### config.mk
export PLATFORM = sky130hd
export DESIGN_NAME = mips_fetch_stage
export DESIGN_NICKNAME = d
export VERILOG_FILES = /design/src/rtl/mips_fetch_stage.sv
export SDC_FILE = /design/constraint.sdc
export NUM_CORES = 1
export LEC_CHECK = 0
export ABC_AREA = 1
export CAP_MARGIN = 20
export CORE_MARGIN = 5
export CORE_UTILIZATION = 49
export DETAILED_ROUTE_END_ITERATION = 8
export HOLD_SLACK_MARGIN = 0.08
export PLACE_DENSITY = 0.87
export SYNTH_ARGS = -nofsm -noshare
export SYNTH_HDL_FRONTEND = slang
export SYNTH_SLANG_ARGS = --single-unit
export TNS_END_PERCENT = 30
### constraint.sdc
create_clock -name clk -period 2.7 [get_ports clk]
set_input_delay 0.54 -clock clk [delete_from_list [all_inputs] [get_ports clk]]
set_output_delay 0.54 -clock clk [all_outputs]
set_load 0.01 [all_outputs]
### src/rtl/mips_fetch_stage.sv
// mips_fetch_stage
//   Instruction-fetch stage of the pipelined MIPS32 core. Owns the PC, drives
//   the combinational instruction memory and captures the returned word into
//   the IF/ID register. Supports hazard stalls, EX-stage redirects with flush,
//   and a HALT opcode that freezes fetch until a redirect or reset.
//
// Ports
//   clk           in   clock, rising edge
//   rst_n         in   synchronous active-low reset
//   stall         in   hold PC, IF/ID and state
//   branch_taken  in   redirect request (overrides stall, exits HALTED)
//   branch_target in   redirect byte address (low 2 bits ignored)
//   imem_addr     out  byte address to instruction memory (= pc)
//   imem_instr    in   instruction word for imem_addr
//   if_id_instr   out  IF/ID instruction
//   if_id_npc     out  IF/ID PC+4
//   if_id_valid   out  IF/ID holds a real instruction
//   halted        out  fetch frozen by HALT
module mips_fetch_stage #(
    parameter logic [31:0] RESET_PC    = 32'h0000_0000,
    parameter logic [5:0]  HALT_OPCODE = 6'b111111
) (
    input  logic        clk,
    input  logic        rst_n,
    input  logic        stall,
    input  logic        branch_taken,
    input  logic [31:0] branch_target,
    output logic [31:0] imem_addr,
    input  logic [31:0] imem_instr,
    output logic [31:0] if_id_instr,
    output logic [31:0] if_id_npc,
    output logic        if_id_valid,
    output logic        halted
);

    localparam logic [0:0] S_RUN    = 1'b0;
    localparam logic [0:0] S_HALTED = 1'b1;

    logic [0:0]  state;
    logic [31:0] pc;
    logic [31:0] pc_plus4;
    logic        is_halt;

    assign imem_addr = pc;
    assign halted    = (state == S_HALTED);
    assign pc_plus4  = pc + 32'd4;   // wraps modulo 2^32
    assign is_halt   = (imem_instr[31:26] == HALT_OPCODE);

    always_ff @(posedge clk) begin
        if (!rst_n) begin
            pc          <= RESET_PC;
            if_id_instr <= 32'h0;
            if_id_npc   <= 32'h0;
            if_id_valid <= 1'b0;
            state       <= S_RUN;
        end else if (branch_taken) begin
            // Redirect flushes whatever is on imem_instr, HALT included.
            pc          <= {branch_target[31:2], 2'b00};
            if_id_instr <= 32'h0;
            if_id_npc   <= 32'h0;
            if_id_valid <= 1'b0;
            state       <= S_RUN;
        end else if (!stall) begin
            case (state)
                S_RUN: begin
                    // HALT still flows down the pipe; only the PC freezes.
                    if_id_instr <= imem_instr;
                    if_id_npc   <= pc_plus4;
                    if_id_valid <= 1'b1;
                    if (is_halt) begin
                        state <= S_HALTED;
                    end else begin
                        pc <= pc_plus4;
                    end
                end
                default: begin
                    if_id_instr <= 32'h0;
                    if_id_npc   <= 32'h0;
                    if_id_valid <= 1'b0;
                end
            endcase
        end
    end

endmodule

==> metrics.cfg, run 1 <==
[status]
status = finished, final reports clean

[drt]
dr.pass1.iters = 5
final_antenna_net_count = 0
wl_per_cell_um = 14.74
via_per_inst = 5.175
drt_first_iter_violations = 263
vias = 4906
drc = 0
finalWirelength_um = 13980

[power_and_ir_drop]
power_uw = 2928
irDropWorstVdd_uv = 259.4
seqPwrFrac_pct = 51.1
power_density_mw_per_mm2 = 450.3
p_comb_share_pct = 16.5
p_int_uw = 2112
swShare_pct = 27.87
p_clk_share_pct = 32.5
p_leak_uw = 0.002539
power_switching_uw = 815.8

[clock_tree]
cts_root_buf = clkbuf_8
cts_inserted_buffers = 9
clk_latency_ns = 0.36
post_cts_buffers = 0
cts_tree = built
clockBufferDepth = 2
clock_sinks = 94
hold_buffers = 0
clk_pin_slew_worst_paths_ns = 0.09
cts_resized = 0
h-tree-depth = 3

[final_layout]
multiInputGateArea_sq_mm = 0.002432
syn2layout_area_growth_pct = 40.74
finalInstanceArea_sq_mm = 0.006501
drive_above_1_share_pct = 8.841
fin_util_pct = 70.69
regArea_sq_mm = 0.001882
nFillCells = 731
nets = 902
antenna_cells = 0

[timing]
final-hold-violation-count = 0
fmax_ghz = 0.4987
relSlewSlack_pct = 59.46
setup_tns_ns = 0
clock_skew_ns = 0.009183
rsz0062_at_grt = false
min_period_over_period_pct = 74.27
post-route-min-period_ns = 2.005
slew_violations = 0
worstMarginPinSlew_ns = 0.6081
setup_violations = 0

[floorplan]
initial_utilization_pct = 50.23
die_area_sq_mm = 0.01147
placementRows = 35
io_pins = 166
dieHeight_um = 107.1
core_sq_mm = 0.009196
die_w_um = 107.1

[global_route]
grt_pass1_vias = 4845
grt_pass1_wl_um = 22880
grt_max_degree = 65
grt_util_met1_pct = 30.08
gr-usage-all-layers_pct = 24.53
gr-usage-met3_pct = 5.178
busiest_layer = met2
grtUsageMet2_pct = 40.44
grt_antenna_before_repair = 0
grt_overflow = 0

[synthesis]
synth_area_leaders = dfxtp_1 41%, nand2_1 23%, a21oi_1 8.0%, nand3_1 4.4%, nor2_1 4.1%
ys_ff_latch = 94
postSynth.asyncResetShare_pct = 0
synth_edf_count = 0
syn_area_per_cell_sq_um = 6.754
syn_inst = 684
synth_cell_type_count = 33
synth_top_area_cell = dfxtp_1
syn-cell-area_sq_mm = 0.004619
yosys_warnings = 0
synth.top_cell.area_share_pct = 40.74
yosysSeqAreaShare_pct = 40.74
ys.flop_type = dfxtp_1

[min_path]
holdPathEnd = if_id_instr[5]
hold_path.class = reg -> reg
min_from = if_id_instr[5]
hold_path_depth = 2

[worst_setup_path]
reg2regPathDepth = 8
worstSetupPathType = in -> reg
crit_required_ns = 2.99
rrSetupSlack_ns = 0.92
path_max_fanout = 12
crit_path_end_kind = flip-flop
arrival_ns = 2.29
r2r-end = imem_addr[8]
critPathLaunchType = input port
reg2reg_from = imem_addr[2]

[placement]
place_hpwl_um = 10540
io_buffers = 159
gp_congestion = 0.8942
placed_cell_area_sq_mm = 0.006309

[run]
maxCapViolCount = 0

-- worst max path at each step --
stage / start / endpoint / depth (start not counted)
after CTS: imem_instr[30] / imem_addr[29] / 10
after detailed placement: imem_instr[30] / imem_addr[29] / 10
after global placement: imem_instr[30] / imem_addr[29] / 10
final: imem_instr[29] / imem_addr[29] / 10
after global routing: imem_instr[30] / imem_addr[29] / 10
after floorplan: imem_addr[2] / imem_addr[22] / 10
-- logic make-up (layout without fill, tap and decap cells) --
logic type	count (synthesis)	count (layout)	share of synthesized area, %
other cells	1	4	0.08118
buf+inv	78	228	7.069
compound gates	98	98	12.19
flops	94	94	40.74
simple gates	401	401	37.08
xor+xnor	11	11	2.573
fa+ha+maj	1	1	0.2708
-- worst max-delay path, stage by stage --
cell and delay [ns]:
clkdlybuf4s50_1 0.49, nand2_1 0.07, nor2_1 0.10, nand3_1 0.16, nand2_1 0.35, buf_4 0.26
nand3_1 0.08, nand2_1 0.07, inv_1 0.03, a21oi_1 0.13
-- cells in the mapped netlist (6+ instances only) --
master,n
nand2_1,280
dfxtp_1,94
a21oi_1,74
nor2_1,50
nand3_1,41
inv_1,38
clkbuf_1,18
a21oi_2,13
buf_4,7
nand2_2,7
xor2_1,7
buf_2,6
nor2_4,6
-- cells in the final DEF, fill, tap and decap left out, drive strengths merged, types with 9 or more instances in the layout --
| cell type | Yosys | final |
|---|---|---|
| nor2 | 63 | 63 |
| nand3 | 42 | 42 |
| nand2 | 290 | 290 |
| clkbuf | 18 | 9 |
| clkdlybuf4s50 | 0 | 158 |
| dfxtp | 94 | 94 |
| buf | 17 | 12 |
| a21oi | 87 | 87 |
| xor2 | 10 | 10 |
| inv | 41 | 43 |
-- flip-flops by register name, summed over array words and instances (netlist names) --
name         cells
if_id_instr     32
halted           1
if_id_npc       30
if_id_valid      1
imem_addr       30
-- area by class of cell --
class,instances,area share [%]
clock buffer,9,1.905
clock inverter,6,1.059
inverter,43,2.483
multi-input combinational,515,37.41
sequential,94,28.95
tap,111,2.136
timing repair buffer,170,26.06
-- power groups by stage --
stage | clock [uW] | sequential, uW | combinational [uW]
floorplan | 0 | 1540 | 206
global placement | 0 | 1520 | 472
detailed placement | 0 | 1530 | 480
CTS | 959 | 1490 | 484
global route | 1020 | 1500 | 527
finish | 950 | 1490 | 482
-- metrics by stage --
stage / worst slack [ns] / hold slack, ns / instances
after global placement: 0.3837 / 0.4406 / 933
final: 0.6948 / 0.4605 / 948
after CTS: 0.6954 / 0.4625 / 948
after floorplan: 1.176 / 0.4805 / 687
after detailed placement: 0.3314 / 0.4496 / 933
after global routing: 0.4698 / 0.4877 / 948
-- routing by layer --
metal | wire, um | vias up
li1 | - | 2437
met1 | 5693 | 2228
met4 | 558 | 0
met5 | 0 | -
met3 | 998 | 44
met2 | 6728 | 197
No activity file was read; power rests on OpenSTA's default activity.
==> run 2, diff against run 1 <==
--- a/config.mk
+++ b/config.mk
@@ -8,10 +8,10 @@
 export ABC_AREA = 1
 export CAP_MARGIN = 20
 export CORE_MARGIN = 5
-export CORE_UTILIZATION = 49
+export CORE_UTILIZATION = 45
 export DETAILED_ROUTE_END_ITERATION = 8
 export HOLD_SLACK_MARGIN = 0.08
-export PLACE_DENSITY = 0.87
+export PLACE_DENSITY = 0.8
 export SYNTH_ARGS = -nofsm -noshare
 export SYNTH_HDL_FRONTEND = slang
 export SYNTH_SLANG_ARGS = --single-unit
==> constraint.sdc (replaced) <==
create_clock -name clk -period 1.86 [get_ports clk]
set_input_delay 0.372 -clock clk [delete_from_list [all_inputs] [get_ports clk]]
set_output_delay 0.372 -clock clk [all_outputs]
set_load 0.01 [all_outputs]
==> run 2 against run 1 <==
  * Global-route usage is 2.1 points lower
  * Power is 43% higher
  * Register-to-register slack worse by 0.77 ns
  * Critical endpoint is now imem_addr[13]
  * First-iteration DRC count is 36% higher
  * Cell area is 1.3% higher
  * Largest power group unchanged
  * Critical path depth is 9 lower
  * Sequential share of layout area is 0.34 points lower
  * Sequential power is 46% higher
  * Clock power is 37% higher
  * Core utilization is 6.0 points lower
  * Cell count is 3.6% higher
  * Setup slack worse by 0.65 ns
==> metrics.cfg, run 2 (synthesized netlist as in run 1, its figures left out) <==
[floorplan]
placementRows = 37  ; +5.7%
die_w_um = 111.3  ; +3.9%
io_pins = 166  ; unchanged
core_sq_mm = 0.01018  ; +11%
initial_utilization_pct = 45.36  ; -4.9 points
dieHeight_um = 111.3  ; +3.9%
die_area_sq_mm = 0.01239  ; +8.0%

[final_layout]
largest-register = if_id_instr
largest_reg_flops = 32  ; unchanged
final_common_cell = nand2_1
nFillCells = 906  ; +24%
syn2layout_area_growth_pct = 42.61
antenna_cells = 0  ; unchanged
mostFrequentLayoutCells = 279 x nand2_1, 158 x clkdlybuf4s50_1, 92 x dfxtp_1, 74 x a21oi_1, 48 x nor2_1
drive_above_1_share_pct = 10.28  ; +1.4 points
nets = 910  ; +0.89%
fin_util_pct = 64.68  ; -6.0 points
stdcell_count = 982  ; +3.6%

[placement]
gp_congestion = 0.8985  ; +0.48%
preCtsSetupSlack_ns = -0.1745  ; -0.5059 ns
io_buffers = 159  ; unchanged
dp_cells = 966  ; +3.5%
place_hpwl_um = 10670  ; +1.2%

[worst_setup_path]
reg2regPathDepth = 8  ; unchanged
worstSetupPathType = reg -> out
arrival_ns = 1.45  ; -0.84 ns
path_buf_inv = 1  ; -2
critPathLaunchType = flip-flop
crit_chain = clkdlybuf4s50_1
r2r-end = imem_addr[8]
critPathSlowestCell = clkdlybuf4s50_1
crit_required_ns = 1.49  ; -1.50 ns
critical-path-max-stage-delay_ns = 0.60  ; +0.11 ns
worst_path_dominant_cell_family = buffers and inverters
path_max_fanout = 5  ; -7
reg2reg_from = imem_addr[3]
crit_path_end_kind = output pin
rrSetupSlack_ns = 0.15  ; -0.77 ns

[power_and_ir_drop]
p_clk_share_pct = 31.1  ; -1.4 points
power_density_mw_per_mm2 = 635.5  ; +41%
irDropWorstVdd_uv = 404.4  ; +56%
p_int_uw = 2995  ; +42%
power_uw = 4186  ; +43%
p_comb_share_pct = 17.1  ; +0.6 points
seqPwrFrac_pct = 51.8  ; +0.7 points
p_leak_uw = 0.002570  ; +1.2%
swShare_pct = 28.45  ; +0.59 points
power_switching_uw = 1191  ; +46%

[drt]
final_antenna_net_count = 0  ; unchanged
drc = 0  ; unchanged
wl_per_cell_um = 14.28  ; -3.1%
dr.pass1.iters = 5  ; unchanged
drt_first_iter_violations = 357  ; +36%
finalWirelength_um = 14030  ; +0.34%
vias = 4979  ; +1.5%
via_per_inst = 5.070  ; -2.0%

[clock_tree]
hold_buffers = 0  ; unchanged
cts_tree = built
clk_pin_slew_worst_paths_ns = 0.09  ; about the same
cts_resized = 0  ; unchanged
clock_sinks = 94  ; unchanged
post_cts_buffers = 0  ; unchanged
clk_latency_ns = 0.36  ; about the same
cts_root_buf = clkbuf_8
h-tree-depth = 3  ; unchanged
cts_inserted_buffers = 9  ; unchanged
clockBufferDepth = 2  ; unchanged

[timing]
slew_violations = 0  ; unchanged
setup_ws_ns = 0.04040  ; -0.6544 ns
min_period_over_period_pct = 97.83
fmax_ghz = 0.5496
worstMarginPinSlew_ns = 0.6256  ; +0.01758 ns
setup_tns_ns = 0  ; unchanged
setup_violations = 0  ; unchanged
post-route-min-period_ns = 1.820
clock_skew_ns = 0.01320  ; +0.004016 ns
final-hold-violation-count = 0  ; unchanged
rsz0062_at_grt = false
relSlewSlack_pct = 58.29  ; -1.2 points

[global_route]
grt_antenna_before_repair = 0  ; unchanged
gr-usage-all-layers_pct = 22.45  ; -2.1 points
grt_pass1_wl_um = 23320  ; +1.9%
busiest_layer = met2
grtUsageMet2_pct = 36.75  ; -3.7 points
gr-usage-met3_pct = 4.258  ; -0.92 points
grt_overflow = 0  ; unchanged
grt_max_degree = 65  ; unchanged
grt_pass1_vias = 4785  ; -1.2%
grt_util_met1_pct = 29.40  ; -0.68 points

[min_path]
hold_path.class = in -> reg
holdPathEnd = if_id_npc[18]
min_from = stall
hold_path_depth = 4  ; +2

[run]
maxCapViolCount = 0  ; unchanged

[status]
status = finished, final reports clean

-- run 2: worst max path at each step --
stage,startpoint,to,slack (ns),depth (start not counted)
floorplan,imem_addr[2],imem_addr[22],0.34,10
global placement,imem_instr[30],imem_addr[10],-0.15,11
detailed placement,imem_instr[30],imem_addr[6],-0.17,9
CTS,imem_addr[23],imem_addr[23],0.02,1
global route,imem_addr[26],imem_addr[26],0.007,1
finish,imem_addr[13],imem_addr[13],0.04,1
-- run 2: power by group through the flow --
stage          Combinational (uW)  Sequential [uW]  Clock (uW)
5_1_grt                       785             2180        1420
3_5_place_dp                  714             2210           0
4_1_cts                       719             2160        1340
2_1_floorplan                 298             2230           0
3_3_place_gp                  701             2210           0
6_report                      718             2170        1300
-- run 2: final cells by class --
cell class / instances / area, sq um / area share, %
well taps: 136 / 170.2 / 2.583
clock inverters: 6 / 50.05 / 0.7597
inverters: 43 / 161.4 / 2.450
flip-flops and latches: 94 / 1884 / 28.60
clock buffers: 10 / 137.6 / 2.089
multi-input cells: 515 / 2442 / 37.07
repair buffers: 178 / 1742 / 26.44
-- run 2: metrics by stage --
step	cell area [sq um]	hold slack, ns
global placement	6387	0.4409
finish	6588	0.3712
detailed placement	6387	0.4563
CTS	6575	0.3531
floorplan	4631	0.4696
global route	6588	0.3893
-- run 2: per-layer routing --
metal	routed length [um]	up-vias
met5	0	-
met1	6048	2283
li1	-	2457
met4	428	0
met2	6622	202
met3	925	37
